<file path="src/rtl/ln_share_arb.sv">
// Round-robin front end for one shared pipelined ln unit.
// Credit-limited issue; results return through a tagged response FIFO.
module ln_share_arb #(
  parameter  int W          = 24,
  parameter  int N_REQ      = 4,
  parameter  int LAT        = 2,
  parameter  int FIFO_DEPTH = 8,
  localparam int IDW = (N_REQ > 1) ? $clog2(N_REQ) : 1,
  localparam int CW  = $clog2(FIFO_DEPTH + 1),
  localparam int PW  = (FIFO_DEPTH > 1) ? $clog2(FIFO_DEPTH) : 1
) (
  input  logic               clk,
  input  logic               rst_n,
  input  logic [N_REQ-1:0]   req_valid,
  output logic [N_REQ-1:0]   req_ready,
  input  logic [N_REQ*W-1:0] req_a,
  input  logic [N_REQ*8-1:0] req_quant,
  output logic [W-1:0]       ln_a,
  output logic [7:0]         ln_quant,
  input  logic [W-1:0]       ln_z,
  output logic               rsp_valid,
  input  logic               rsp_ready,
  output logic [W-1:0]       rsp_z,
  output logic [IDW-1:0]     rsp_id,
  output logic               rsp_sentinel,
  output logic               busy
);

  localparam logic [W-1:0] SENT = {1'b1, {(W-1){1'b0}}};
  localparam logic [CW-1:0] DEPTH_C = CW'(FIFO_DEPTH);
  localparam logic [PW-1:0] LAST_P = PW'(FIFO_DEPTH - 1);

  function automatic logic [IDW-1:0] rr_idx(
    input logic [IDW-1:0] p,
    input int             k
  );
    int s;
    s = int'(p) + k;
    if (s >= N_REQ) s = s - N_REQ;
    return IDW'(s);
  endfunction

  function automatic logic [PW-1:0] nxt_ptr(input logic [PW-1:0] p);
    return (p == LAST_P) ? '0 : p + 1'b1;
  endfunction

  logic [IDW-1:0] ptr_q, ptr_d;
  logic [CW-1:0]  count_q, count_d;
  logic [CW-1:0]  occ_q, occ_d;
  logic [PW-1:0]  wr_ptr_q, rd_ptr_q;
  logic [LAT:0]   tag_v_q;
  logic [LAT:0][IDW-1:0] tag_id_q;

  logic [W-1:0]   mem_z_q  [FIFO_DEPTH];
  logic [IDW-1:0] mem_id_q [FIFO_DEPTH];

  logic [IDW-1:0] gnt_idx;
  logic [IDW-1:0] scan_idx;
  logic           gnt_any;
  logic           credit_ok;
  logic           issue;
  logic           pop;
  logic           wr_en;
  logic [W-1:0]   op_a;
  logic [7:0]     op_q;

  // Scan from ptr upward, wrapping at N_REQ.
  always_comb begin
    gnt_any  = 1'b0;
    gnt_idx  = '0;
    scan_idx = '0;
    for (int k = 0; k < N_REQ; k++) begin
      scan_idx = rr_idx(ptr_q, k);
      if (!gnt_any && req_valid[scan_idx]) begin
        gnt_any = 1'b1;
        gnt_idx = scan_idx;
      end
    end
  end

  always_comb begin
    op_a = '0;
    op_q = '0;
    for (int i = 0; i < N_REQ; i++) begin
      if (gnt_idx == IDW'(i)) begin
        op_a = req_a[i*W +: W];
        op_q = req_quant[i*8 +: 8];
      end
    end
  end

  assign credit_ok = (count_q < DEPTH_C);

  // rst_n gate keeps req_ready low while reset is held.
  assign req_ready = (credit_ok && gnt_any && rst_n)
                   ? (N_REQ'(1) << gnt_idx)
                   : '0;

  assign issue = |(req_valid & req_ready);
  assign pop   = rsp_valid & rsp_ready;
  assign wr_en = tag_v_q[LAT];

  assign ptr_d = issue ? rr_idx(gnt_idx, 1) : ptr_q;

  always_comb begin
    unique case (1'b1)
      issue && !pop: count_d = count_q + 1'b1;
      !issue && pop: count_d = count_q - 1'b1;
      default:       count_d = count_q;
    endcase
  end

  always_comb begin
    unique case (1'b1)
      wr_en && !pop: occ_d = occ_q + 1'b1;
      !wr_en && pop: occ_d = occ_q - 1'b1;
      default:       occ_d = occ_q;
    endcase
  end

  always_ff @(posedge clk or negedge rst_n) begin
    if (!rst_n) begin
      ptr_q    <= '0;
      count_q  <= '0;
      ln_a     <= '0;
      ln_quant <= '0;
      tag_v_q  <= '0;
      tag_id_q <= '0;
    end else begin
      ptr_q   <= ptr_d;
      count_q <= count_d;
      if (issue) begin
        ln_a     <= op_a;
        ln_quant <= op_q;
      end
      tag_v_q  <= {tag_v_q[LAT-1:0], issue};
      tag_id_q <= {tag_id_q[LAT-1:0], gnt_idx};
    end
  end

  always_ff @(posedge clk or negedge rst_n) begin
    if (!rst_n) begin
      occ_q    <= '0;
      wr_ptr_q <= '0;
      rd_ptr_q <= '0;
    end else begin
      occ_q <= occ_d;
      if (wr_en) wr_ptr_q <= nxt_ptr(wr_ptr_q);
      if (pop)   rd_ptr_q <= nxt_ptr(rd_ptr_q);
    end
  end

  // Storage needs no reset: reads are masked by occupancy.
  always_ff @(posedge clk) begin
    if (wr_en) begin
      mem_z_q[wr_ptr_q]  <= ln_z;
      mem_id_q[wr_ptr_q] <= tag_id_q[LAT];
    end
  end

  assign rsp_valid    = (occ_q != '0);
  assign rsp_z        = rsp_valid ? mem_z_q[rd_ptr_q] : '0;
  assign rsp_id       = rsp_valid ? mem_id_q[rd_ptr_q] : '0;
  assign rsp_sentinel = rsp_valid && (mem_z_q[rd_ptr_q] == SENT);
  assign busy         = (count_q != '0);

  a_count_max: assert property (
    @(posedge clk) disable iff (!rst_n) count_q <= DEPTH_C);

  a_no_ovf: assert property (
    @(posedge clk) disable iff (!rst_n) !(wr_en && occ_q == DEPTH_C));

  a_ready_1h: assert property (
    @(posedge clk) disable iff (!rst_n) $onehot0(req_ready));

endmodule
</file>
<file path="config.mk">
export PLATFORM = sky130hd
export DESIGN_NAME = ln_share_arb
export DESIGN_NICKNAME = d
export VERILOG_FILES = /design/src/rtl/ln_share_arb.sv
export SDC_FILE = /design/constraint.sdc
export NUM_CORES = 1
export LEC_CHECK = 0
export ABC_AREA = 1
export BUFFER_PORTS_ARGS = -buffer_cell sky130_fd_sc_hd__buf_2
export CAP_MARGIN = 20
export CORE_UTILIZATION = 35
export CTS_CLUSTER_DIAMETER = 50
export CTS_CLUSTER_SIZE = 20
export DETAILED_ROUTE_END_ITERATION = 16
export PLACE_DENSITY = 0.55
export RECOVER_POWER = 25
export SLEW_MARGIN = 20
export SYNTH_ARGS = -nofsm -noshare
export SYNTH_HDL_FRONTEND = slang
export SYNTH_SLANG_ARGS = --single-unit
export TNS_END_PERCENT = 5
</file>
<file path="constraint.sdc">
create_clock -name clk -period 6.13 [get_ports clk]
set_input_delay 0.613 -clock clk [delete_from_list [all_inputs] [get_ports clk]]
set_output_delay 0.613 -clock clk [all_outputs]
set_load 0.05 [all_outputs]
</file>
# == After elaboration in Yosys (flattened, before gate mapping) ==
# Memory sizes are Yosys's and may differ from the RTL's.
# Cells that the tools add are included.
# classes
n_addsub,15
reduce_logical,22
n_lt_le_gt_ge,10
n_mux,38
n_eq_ne,6
bitwise_logic,2
shift,1
# ops
cell,count
$mux W24,5
$mux W8,4
$eq A24 B24 Y1 const B,1
$mux W2,10
$pmux W4 S2,2
$ge A3 B3 Y1 const B,4
$lt A2 B3 Y1 const B,4
$logic_and A1 B1 Y1,10
$mux W1,10
$sub A2 B1 Y2 const B,5
$add A4 B1 Y4 const B,2
$bmux W1 S2,4
$reduce_bool A4 Y1,2
$sub A4 B1 Y4 const B,2
$add A2 B1 Y3 const B,2
$add A2 B2 Y3 const B,2
$add A3 B1 Y3 const B,2
$eq A3 B3 Y1 const B,2
$logic_not A1 Y1,6
$mux W3,2
$and A4 B4 Y4,1
$eq A2 B2 Y1 const B,2
$lt A4 B4 Y1 const B,1
$mux W4,1
7 further kinds,8
# totals
word_cells,107
ff_bits,57
out_inout_bits,65
n_memories,2
mem_bits_rw,208
input_bits,159
# mem_list
memory,words,width,read_ports,rd_clocked_by_memory_dff,write_ports,line,rtl
mem_z_q,8,24,1,0,1,54,logic [W-1:0] mem_z_q [FIFO_DEPTH];
mem_id_q,8,2,1,0,1,55,logic [IDW-1:0] mem_id_q [FIFO_DEPTH];

# == Logic depth before layout (Yosys ltp) ==
# Gate-level depths: netlist (run 1).
# depth
word_depth,22
ltp_mapped,25
depth_no_buf,23

# == Worst setup path after synthesis (run 1) ==
# No wires, ideal clock.
# synth_path
path_type,input to register
startpoint,input port req_valid[2]
endpoint,register count_q[3]
slack_ps,2566
stages,23
setup_ps,123
arrival_time_ps,3441
path_buffers,2
required_time_ps,6007
cell_sequence,inv_1 > nand2_1 > nand3_2 > nand2_1 > nor2_4 > nand3b_1 > o21ai_0 > inv_1 > ha_1 > clkbuf_1 > nand4_1 > nand2_4 > nor2_8 > buf_6 > ha_1 > ha_1 > nand2_1 > nor2_1 > a211oi_1 > nor2_1 > nor2_1 > nand2_1 > xnor2_1
# synth_between
word_cells_on_any_way,33
cone_classes,shift: 1; mux: 18; bitwise: 1; reduce/logical: 13
# synth_lines
element,line,rtl
start: declaration,14,"input logic [N_REQ-1:0] req_valid,"
$bmux W1 S2,74,if (!gnt_any && req_valid[scan_idx]) begin
$mux W1 (not written as such),74,
$mux W1,74,
$logic_not A1 Y1,74,
$logic_and A1 B1 Y1,74,
$mux W1,74,
$logic_not A1 Y1,74,
$logic_and A1 B1 Y1,74,
[4 not listed],--,
named net gnt_idx[1],57,logic [IDW-1:0] gnt_idx;
$shl A1 B2 Y4 (*),96,? (N_REQ'(1) << gnt_idx)
$mux W4 (*),96,
$and A4 B4 Y4 (*),99,assign issue = |(req_valid & req_ready);
$reduce_or A4 Y1 (*),99,
$logic_not A1 Y1,108,!issue && pop: count_d = count_q - 1'b1;
$logic_and A1 B1 Y1,108,
$pmux W4 S2 / $reduce_bool A2 Y1 (equally long branches),--,
end signal: assignment,131,count_q <= count_d;
end: declaration,48,"logic [CW-1:0] count_q, count_d;"
# Mark *: on every way through the listed nets, which the timed path passes. The rest lies on a longest branch. The select of a mux whose other input is x is not followed.
# A chain may end at the register's enable or synchronous reset.

# == Worst setup path after layout (run 1) ==
# layout_path
startpoint,register ptr_q[0]
endpoint,register count_q[3]
# layout_between
elab_chain_cells,22
word_cells_on_any_way,48
cone_classes,add/sub: 7; order compare: 4; shift: 1; mux: 22; bitwise: 1; reduce/logical: 13
# layout_lines
element,line,rtl
start: declaration,47,"logic [IDW-1:0] ptr_q, ptr_d;"
start signal: assignment,130,ptr_q <= ptr_d;
branches (longest 16 deep; another with $add A2 B1 Y3),--,
$mux W4 (*),96,
$and A4 B4 Y4 (*),99,
$reduce_or A4 Y1 (*),99,
$logic_not A1 Y1,108,
$logic_and A1 B1 Y1,108,
$pmux W4 S2 / $reduce_bool A2 Y1 (equally long branches),--,
# Mark *: on every way between the ends. The select of a mux whose other input is x is not followed.

==> flow_summary.yaml, run 1 <==
timing:
  rsz0062_at_grt: "false"
  clock_skew_ns: 0.0203
  finalHoldViolations: 0
  slew-limit-headroom_pct: 38.0
  slew_violations: 0
  setup_tns_ns: 0
  finalCriticalPeriod_ns: 4.57
  setup_viol: 0
  fmax_mhz: 219
  worst_pin_slew_ns: 0.928
  whs_ns: 0.301
  finalCritPeriodShare_pct: 74.6
worst_setup_path:
  crit_fanout: 36
  end_kind: "flip-flop"
  cp.arrival_ns: 5.01
  worst-setup-path-type: "reg -> reg"
  r2r_cells: 22
  critical_path_required_ns: 6.56
  startpoint_type: "flip-flop"
floorplan:
  fp.coreArea_mm2: 0.0337
  rows: 67
  initial_core_util_pct: 35.7
  num_io_pins: 224
  die_x_um: 187
  die_height_um: 187
  die_area_mm2: 0.0351
pwr:
  leakage_nw: 5.91
  ir_worst_vdd_v: 0.000414
  powerDensity_mw_per_mm2: 599
clocking:
  cts_sinks: 265
  tritoncts: "done"
  cts.hold.buffers_added: 0
  cts_buffer_depth: 3
  clkTransAtPathRegs_ns: 0.07
  postCtsSetupRepairBufs: 0
  htree_levels: 1
  cts-root-buf: "clkbuf_16"
  cts_resized: 0
  cts_inserted_buffers: 30
  worstSkewPairLatency_ns: 0.57
routing:
  vias: 9132
  routed_via_density: 4.88
  avgRoutedWirePerCell_um: 16.8
  drt-initial-drc-count: 544
  drtAntennaViolNets: 0
  dr.pass1.iters: 5
  wl_mm: 31.4
  post-route-drc-count: 0
placement:
  hpwl_mm: 19.9
  placed_cells: 1815
  io_buffer_count: 223
  gp_congestion: 0.806
yosys:
  syn_area_per_cell_um2: 10.0
  synth-edff-count: 208
  yosysTopAreaCellShare_pct: 52.0
  postSynthCellCount: 1198
  yosysWarnings: 0
  synth_seq_area_share_pct: 63.8
  synth-seq-cells: 265
  yosys.area.top_type: "edfxtp_1"
  yosys-top-cells-area: "edfxtp_1, dfrtp_1, o21ai_0"
  yosysUniqueCellTypes: 38
  synth_fp_nets: 1373
  ys.flop_type: "edfxtp_1"
  synth_area_mm2: 0.0120
  ys_async_sr_fraction_pct: 21.5
global_route:
  grt_pass1_vias: 9099
  track_usage_pct: 17.9
  antenna_found_initial: 1
  grt_pass1_wl_mm: 49.5
  grt_max_degree: 73
  grt.overflow.total: 0
flow_run:
  drv_cap: 0
run_status:
  outcome: "completed"
final_layout:
  layout_commonest_cell: "o21ai_0"
  fin_cells: 1872
  final_layout_size_suffix_gt1_share_pct: 21.2
  antenna_cells: 0
  nets: 1575
  layout_common_cells: "o21ai_0, nand2_1, edfxtp_1, buf_2, nor2_1"
  area_growth_syn_to_layout_pct: 21.5
hold_path:
  hp-class: "in -> async"
-- critical path, stage by stage (launching register included) --
cell and delay, ns:
dfrtp_1 0.58, inv_2 0.12, nand2_1 0.09, nand2_1 0.08
nand2_1 0.09, nand2_2 0.07, nor2_4 0.13, nand3b_1 0.12
o21ai_0 0.36, ha_1 0.22, buf_4 0.33, nand4_1 0.16
nand2_2 0.53, nor2_8 0.22, ha_1 0.31, ha_1 0.33
nand2_1 0.08, nor2_1 0.04, a211oi_1 0.24, nor2_1 0.07
nor2_1 0.08, nand2_1 0.06, xnor2_1 0.12
-- power breakdown --
| group | internal (mW) | total, mW | switching (mW) | leakage, nW |
|---|---|---|---|---|
| combinational | 1.26 | 4.62 | 3.37 | 2.83 |
| sequential | 2.20 | 2.33 | 0.136 | 2.59 |
| clock | 0.991 | 1.79 | 0.801 | 0.486 |
| total | 4.45 | 8.75 | 4.30 | 5.91 |
-- worst paths after layout --
kind                             startpoint          end  slack (ns)
max in group asynchronous             rst_n  rd_ptr_q[1]        5.28
worst max-delay path               ptr_q[0]   count_q[3]        1.56
worst min-delay path                  rst_n  wr_ptr_q[1]        0.30
worst min register to register  tag_id_q[0]  tag_id_q[2]        0.35
min in group clk                tag_id_q[0]  tag_id_q[2]        0.35
worst max register to register     ptr_q[0]   count_q[3]        1.56
-- metal layers --
metal	track usage [%]	wire, µm
met5	0	17
met4	6.12	977
met3	3.43	1910
met2	30.2	14900
met1	22.9	13600
-- sequential cells by signal (all words and copies together), names as in the netlist --
signal / count
count_q: 4
ptr_q: 2
ln_a: 24
tag_v_q: 3
ln_quant: 8
tag_id_q: 6
rd_ptr_q: 3
mem_id_q: 16
occ_q: 4
wr_ptr_q: 3
mem_z_q: 192
-- cell families after synthesis --
family                     count (synthesis)  synth area share (%)
buffers and inverters                    130                  4.46
adders and majority gates                 16                  1.79
DFF                                      265                  63.8
xor gates and xnor gates                   6                 0.437
AOI/OAI and AO/OA                        319                  13.9
and+or+nand+nor                          462                  15.5
-- Yosys cell counts, drive strengths merged (2+ instances only) --
master and instances:
clkbuf 56, nor2 199, o22ai 23, inv 52, a211oi 2, nand3b 2, xor2 2, edfxtp 208
a21oi 32, nand3 41, fa 2, buf 20, nand2 212, o21ai 245, o211ai 13, dfrtp 57
a31oi 2, clkinv 2, ha 14, nand4 5, xnor2 4
-- through the flow --
stage               worst slack, ns  utilization, %  area (µm²)  total power, mW
CTS                            1.55            43.3       14600             8.79
floorplan                      2.57               -       12000             5.77
global placement               1.59            40.2       13600             6.92
detailed placement             1.46            40.2       13600             6.97
finish                         1.56            43.3       14600             8.75
global route                   1.14            43.3       14600             9.43
-- cell type report --
type | instances | area [µm²]
clock buffer | 32 | 758
clock inverter | 24 | 280
fill | 3274 | 19100
inverter | 54 | 203
multi-input combinational | 803 | 3840
sequential | 265 | 7670
tap | 448 | 561
timing repair buffer | 246 | 1280
Note: power is estimated with default switching activity, not from simulation.
==> run 2, diff against run 1 <==
--- a/config.mk
+++ b/config.mk
@@ -12,7 +12,7 @@
 export CTS_CLUSTER_DIAMETER = 50
 export CTS_CLUSTER_SIZE = 20
 export DETAILED_ROUTE_END_ITERATION = 16
-export PLACE_DENSITY = 0.55
+export PLACE_DENSITY = 0.57
 export RECOVER_POWER = 25
 export SLEW_MARGIN = 20
 export SYNTH_ARGS = -nofsm -noshare
==> constraint.sdc (replaced) <==
create_clock -name clk -period 4 [get_ports clk]
set_input_delay 0.4 -clock clk [delete_from_list [all_inputs] [get_ports clk]]
set_output_delay 0.4 -clock clk [all_outputs]
set_load 0.05 [all_outputs]
==> run 2 against run 1 <==
Sequential power grew 55%; register-to-register slack lost 1.0 ns; largest cell class unchanged; total power grew 53%; largest power group unchanged; utilization grew 0.20 points; first-iteration DRC count shrank 11%.
==> flow_summary.yaml, run 2 (synthesis gave the netlist of run 1 again) <==
run_status:
  outcome: "completed"
final_layout:
  area.sequential_mm2: 0.00768
  largest_register_ffs: 192
  regMostFlops: "mem_z_q"
  multiInputGateArea_mm2: 0.00384
  layout_common_cells: "o21ai_0, nand2_1, edfxtp_1, buf_2, nor2_1"
  reg_top3: "mem_z_q: 192 flops, ln_a: 24 flops, mem_id_q: 16 flops"
  area_growth_syn_to_layout_pct: 22.0
  final_layout_size_suffix_gt1_share_pct: 21.7
  fillers: 3256
  antenna_cells: 0
  layout_commonest_cell: "o21ai_0"
  nets: 1579
  fin_cells: 1875
clocking:
  cts_inserted_buffers: 30
  cts_buffer_depth: 3
  cts_resized: 0
  htree_levels: 1
  clkTransAtPathRegs_ns: 0.07
  cts-root-buf: "clkbuf_16"
  cts_sinks: 265
  tritoncts: "done"
  worstSkewPairLatency_ns: 0.56
  cts.hold.buffers_added: 0
  postCtsSetupRepairBufs: 0
worst_setup_path:
  crit_slowest_cell: "dfrtp_2"
  cp_top_family: "buffers and inverters"
  worst_r2r_startpoint: "ptr_q[0]"
  path_cells: "inv_2, nand2_1, nand2_1, nand2_1, and2_1, nand3b_1, nand3_1, o21ai_1, inv_1, ha_1, buf_6, inv_1, buf_4, nor2_1, buf_2"
  startpoint: "ptr_q[0]"
  startpoint_type: "flip-flop"
  end_kind: "output port"
  path_common_cell: "nand2_1"
  worst-path-buf-inv: 6
  critical_path_required_ns: 3.60
  worst-setup-path-type: "reg -> out"
  slowest_delay_ns: 0.49
  cp.arrival_ns: 3.27
  crit_fanout: 33
hold_path:
  hp-class: "in -> async"
routing:
  routed_via_density: 4.89
  dr.pass1.iters: 4
  avgRoutedWirePerCell_um: 16.5
  wl_met3_mm: 1.58
  met1_length_mm: 13.4
  wl_mm: 30.9
  vias: 9163
  maxUsedRoutingLayer: "met4"
  wl_met2_mm: 15.3
  drtAntennaViolNets: 0
  drt-initial-drc-count: 484
  post-route-drc-count: 0
floorplan:
  fp.coreArea_mm2: 0.0337
  die_x_um: 187
  rows: 67
  die_height_um: 187
  initial_core_util_pct: 35.7
  num_io_pins: 224
  die_area_mm2: 0.0351
pwr:
  leakage_nw: 5.95
  powerDensity_mw_per_mm2: 916
  ir_worst_vdd_v: 0.000569
timing:
  finalCriticalPeriod_ns: 3.67
  slew_violations: 0
  whs_ns: 0.0337
  slew-limit-headroom_pct: 42.9
  finalCritPeriodShare_pct: 91.7
  setup_viol: 0
  worst_pin_slew_ns: 0.851
  finalHoldViolations: 0
  rsz0062_at_grt: "false"
  clock_skew_ns: 0.0278
  fmax_mhz: 273
  setup_tns_ns: 0
global_route:
  grt_pass1_vias: 9190
  grt_max_degree: 106
  track_usage_pct: 17.7
  grt.overflow.total: 0
  grt_pass1_wl_mm: 49.3
  antenna_found_initial: 0
placement:
  placed_cells: 1820
  io_buffer_count: 223
  hpwl_mm: 19.0
  gp_congestion: 0.800
flow_run:
  drv_cap: 0
==> run 2: stage by stage <==
step	instance area [µm²]	worst slack [ns]	total power [mW]	utilization (%)
3_3_place_gp	13600	0.536	10.6	40.5
2_1_floorplan	12000	0.552	8.84	-
5_1_grt	14700	0.0400	14.5	43.5
6_report	14700	0.332	13.4	43.5
4_1_cts	14700	0.105	13.5	43.6
3_5_place_dp	13600	0.473	10.7	40.5
==> run 2: final cells by class <==
type	count	share of cell area (%)
clock buffer	30	5.12
clock inverter	25	2.03
inverter	54	1.38
multi-input combinational	803	26.2
sequential	265	52.3
tap	448	3.82
timing repair buffer	250	9.12
==> run 2: layer usage <==
layer  track usage [%]  up-vias
met5                 0        -
met4              4.70        0
met3              2.91       50
met2              31.4      279
met1              22.3     4276
li1                  -     4558
==> run 2: final timing paths <==
kind / depth (start not counted) / to / slack, ns
setup / recovery: 15 / req_ready[2] / 0.33
setup reg to reg: 23 / count_q[3] / 0.55
max in group asynchronous: 2 / rd_ptr_q[0] / 3.43
hold reg to reg: 0 / tag_v_q[1] / 0.34
min in group clk: 1 / mem_z_q[0][11] / 0.15
hold / removal: 2 / ln_a[1] / 0.03
==> run 2: power by group <==
part	switching, mW	internal, mW
Clock	1.25	1.58
Sequential	0.252	3.37
Combinational	5.01	1.97
Total	6.51	6.92
==> run 3, diff against run 2 <==
--- a/config.mk
+++ b/config.mk
@@ -12,7 +12,8 @@
 export CTS_CLUSTER_DIAMETER = 50
 export CTS_CLUSTER_SIZE = 20
 export DETAILED_ROUTE_END_ITERATION = 16
-export PLACE_DENSITY = 0.57
+export HOLD_SLACK_MARGIN = 0.06
+export PLACE_DENSITY = 0.55
 export RECOVER_POWER = 25
 export SLEW_MARGIN = 20
 export SYNTH_ARGS = -nofsm -noshare
==> constraint.sdc (replaced) <==
create_clock -name clk -period 4.75 [get_ports clk]
set_input_delay 0.475 -clock clk [delete_from_list [all_inputs] [get_ports clk]]
set_output_delay 0.475 -clock clk [all_outputs]
set_load 0.05 [all_outputs]
==> run 3 against run 2 <==
Sequential share of layout area fell by 0.12 points; clock skew fell by 0.0093 ns; non-clock buffer count fell by 4; global-route usage rose by 0.43 points; total power fell by 14%; flip-flop and latch count did not move; via count rose by 1.3%; worst hold slack improved by 0.042 ns; highest routed layer is now met5.
==> flow_summary.yaml, run 3 (synthesis gave the netlist of run 1 again) <==
clocking:
  htree_levels: 1
  cts_inserted_buffers: 30
  cts_buffer_depth: 3
  clkTransAtPathRegs_ns: 0.07
  worstSkewPairLatency_ns: 0.55
  cts_sinks: 265
  cts-root-buf: "clkbuf_16"
  cts.hold.buffers_added: 0
  postCtsSetupRepairBufs: 0
  cts_resized: 0
  tritoncts: "done"
routing:
  dr.pass1.iters: 5
  vias: 9286
  avgRoutedWirePerCell_um: 17.0
  maxUsedRoutingLayer: "met5"
  routed_via_density: 4.95
  post-route-drc-count: 0
  wl_met3_mm: 1.87
  wl_met2_mm: 15.4
  wl_mm: 32.0
  drt-initial-drc-count: 519
  drtAntennaViolNets: 0
  met1_length_mm: 13.9
final_layout:
  regMostFlops: "mem_z_q"
  fillers: 3301
  largest_register_ffs: 192
  area_growth_syn_to_layout_pct: 22.3
  fin_cells: 1875
  area.sequential_mm2: 0.00767
  layout_commonest_cell: "o21ai_0"
  final_layout_size_suffix_gt1_share_pct: 21.5
  fin_util_pct: 43.6
  nets: 1575
  reg_top3: "mem_z_q: 192 flops, ln_a: 24 flops, mem_id_q: 16 flops"
  multiInputGateArea_mm2: 0.00384
  layout_common_cells: "o21ai_0, nand2_1, edfxtp_1, buf_2, nor2_1"
timing:
  fmax_mhz: 241
  rsz0062_at_grt: "false"
  worst_pin_slew_ns: 1.09
  setup_viol: 0
  slew_violations: 0
  clock_skew_ns: 0.0186
  finalCritPeriodShare_pct: 87.3
  slew-limit-headroom_pct: 27.3
  setup_tns_ns: 0
  finalHoldViolations: 0
  finalCriticalPeriod_ns: 4.14
floorplan:
  initial_core_util_pct: 35.7
  die_height_um: 187
  die_x_um: 187
  die_area_mm2: 0.0351
  rows: 67
  num_io_pins: 224
  fp.coreArea_mm2: 0.0337
global_route:
  grt_pass1_wl_mm: 50.2
  antenna_found_initial: 5
  grt.overflow.total: 0
  grt_pass1_vias: 9057
  track_usage_pct: 18.1
  grt_max_degree: 107
worst_setup_path:
  cp.arrival_ns: 3.67
  cp_top_family: "buffers and inverters"
  startpoint_type: "flip-flop"
  end_kind: "output port"
  path_cells: "inv_2, nand2_1, nand3_2, nand2_1, nor2_4, nand3b_1, o21ai_0, inv_1, ha_1, inv_1, nor2_1, buf_2"
  worst-setup-path-type: "reg -> out"
  crit_slowest_cell: "inv_1"
  ff2ff_setup_slack_ns: 0.85
  slowest_delay_ns: 0.69
  crit_fanout: 33
  worst-path-buf-inv: 4
  critical_path_required_ns: 4.28
pwr:
  power_mw: 11.5
  ir_worst_vdd_v: 0.000587
  powerDensity_mw_per_mm2: 784
  leakage_nw: 5.98
placement:
  io_buffer_count: 223
  gp_congestion: 0.790
  placed_cells: 1816
  hpwl_mm: 20.1
hold_path:
  hp-class: "in -> async"
flow_run:
  drv_cap: 0
run_status:
  outcome: "completed"
==> run 3: final cells by class <==
type	instances	area share (%)
diodes	3	0.0511
clock buffers	32	5.30
clock inverters	24	2.33
inverters	54	1.38
multi-input cells	803	26.1
flip-flops and latches	265	52.2
well taps	448	3.81
repair buffers	246	8.78
==> run 3: final timing paths <==
kind,from,endpoint,depth (start not counted)
setup / recovery,ptr_q[0],req_ready[2],12
hold / removal,rst_n,tag_id_q[5],2
setup reg to reg,ptr_q[0],count_q[3],21
hold reg to reg,tag_v_q[1],tag_v_q[2],0
max in group asynchronous,rst_n,rd_ptr_q[1],2
min in group clk,ln_z[23],mem_z_q[4][23],1
==> run 3: report_power, final <==
group	total [mW]	switching, mW	internal, mW	leakage [nW]
combinational	5.95	4.34	1.61	2.84
sequential	3.01	0.176	2.84	2.59
clock	2.56	1.01	1.56	0.554
total	11.5	5.52	6.00	5.98
==> run 3: per-stage QoR <==
step	cell area, µm²	setup WS, ns	hold WS, ns
after floorplan	12000	1.30	0.179
after global placement	13600	0.999	0.333
after detailed placement	13600	0.864	0.335
after CTS	14700	0.585	0.116
after global routing	14700	0.321	0.154
final	14700	0.605	0.0752
==> run 3: metal layers <==
layer / vias to the layer above / GRT usage, %
li1: 4562 / -
met1: 4362 / 23.5
met2: 310 / 31.1
met3: 50 / 3.04
met4: 2 / 5.36
met5: - / 0
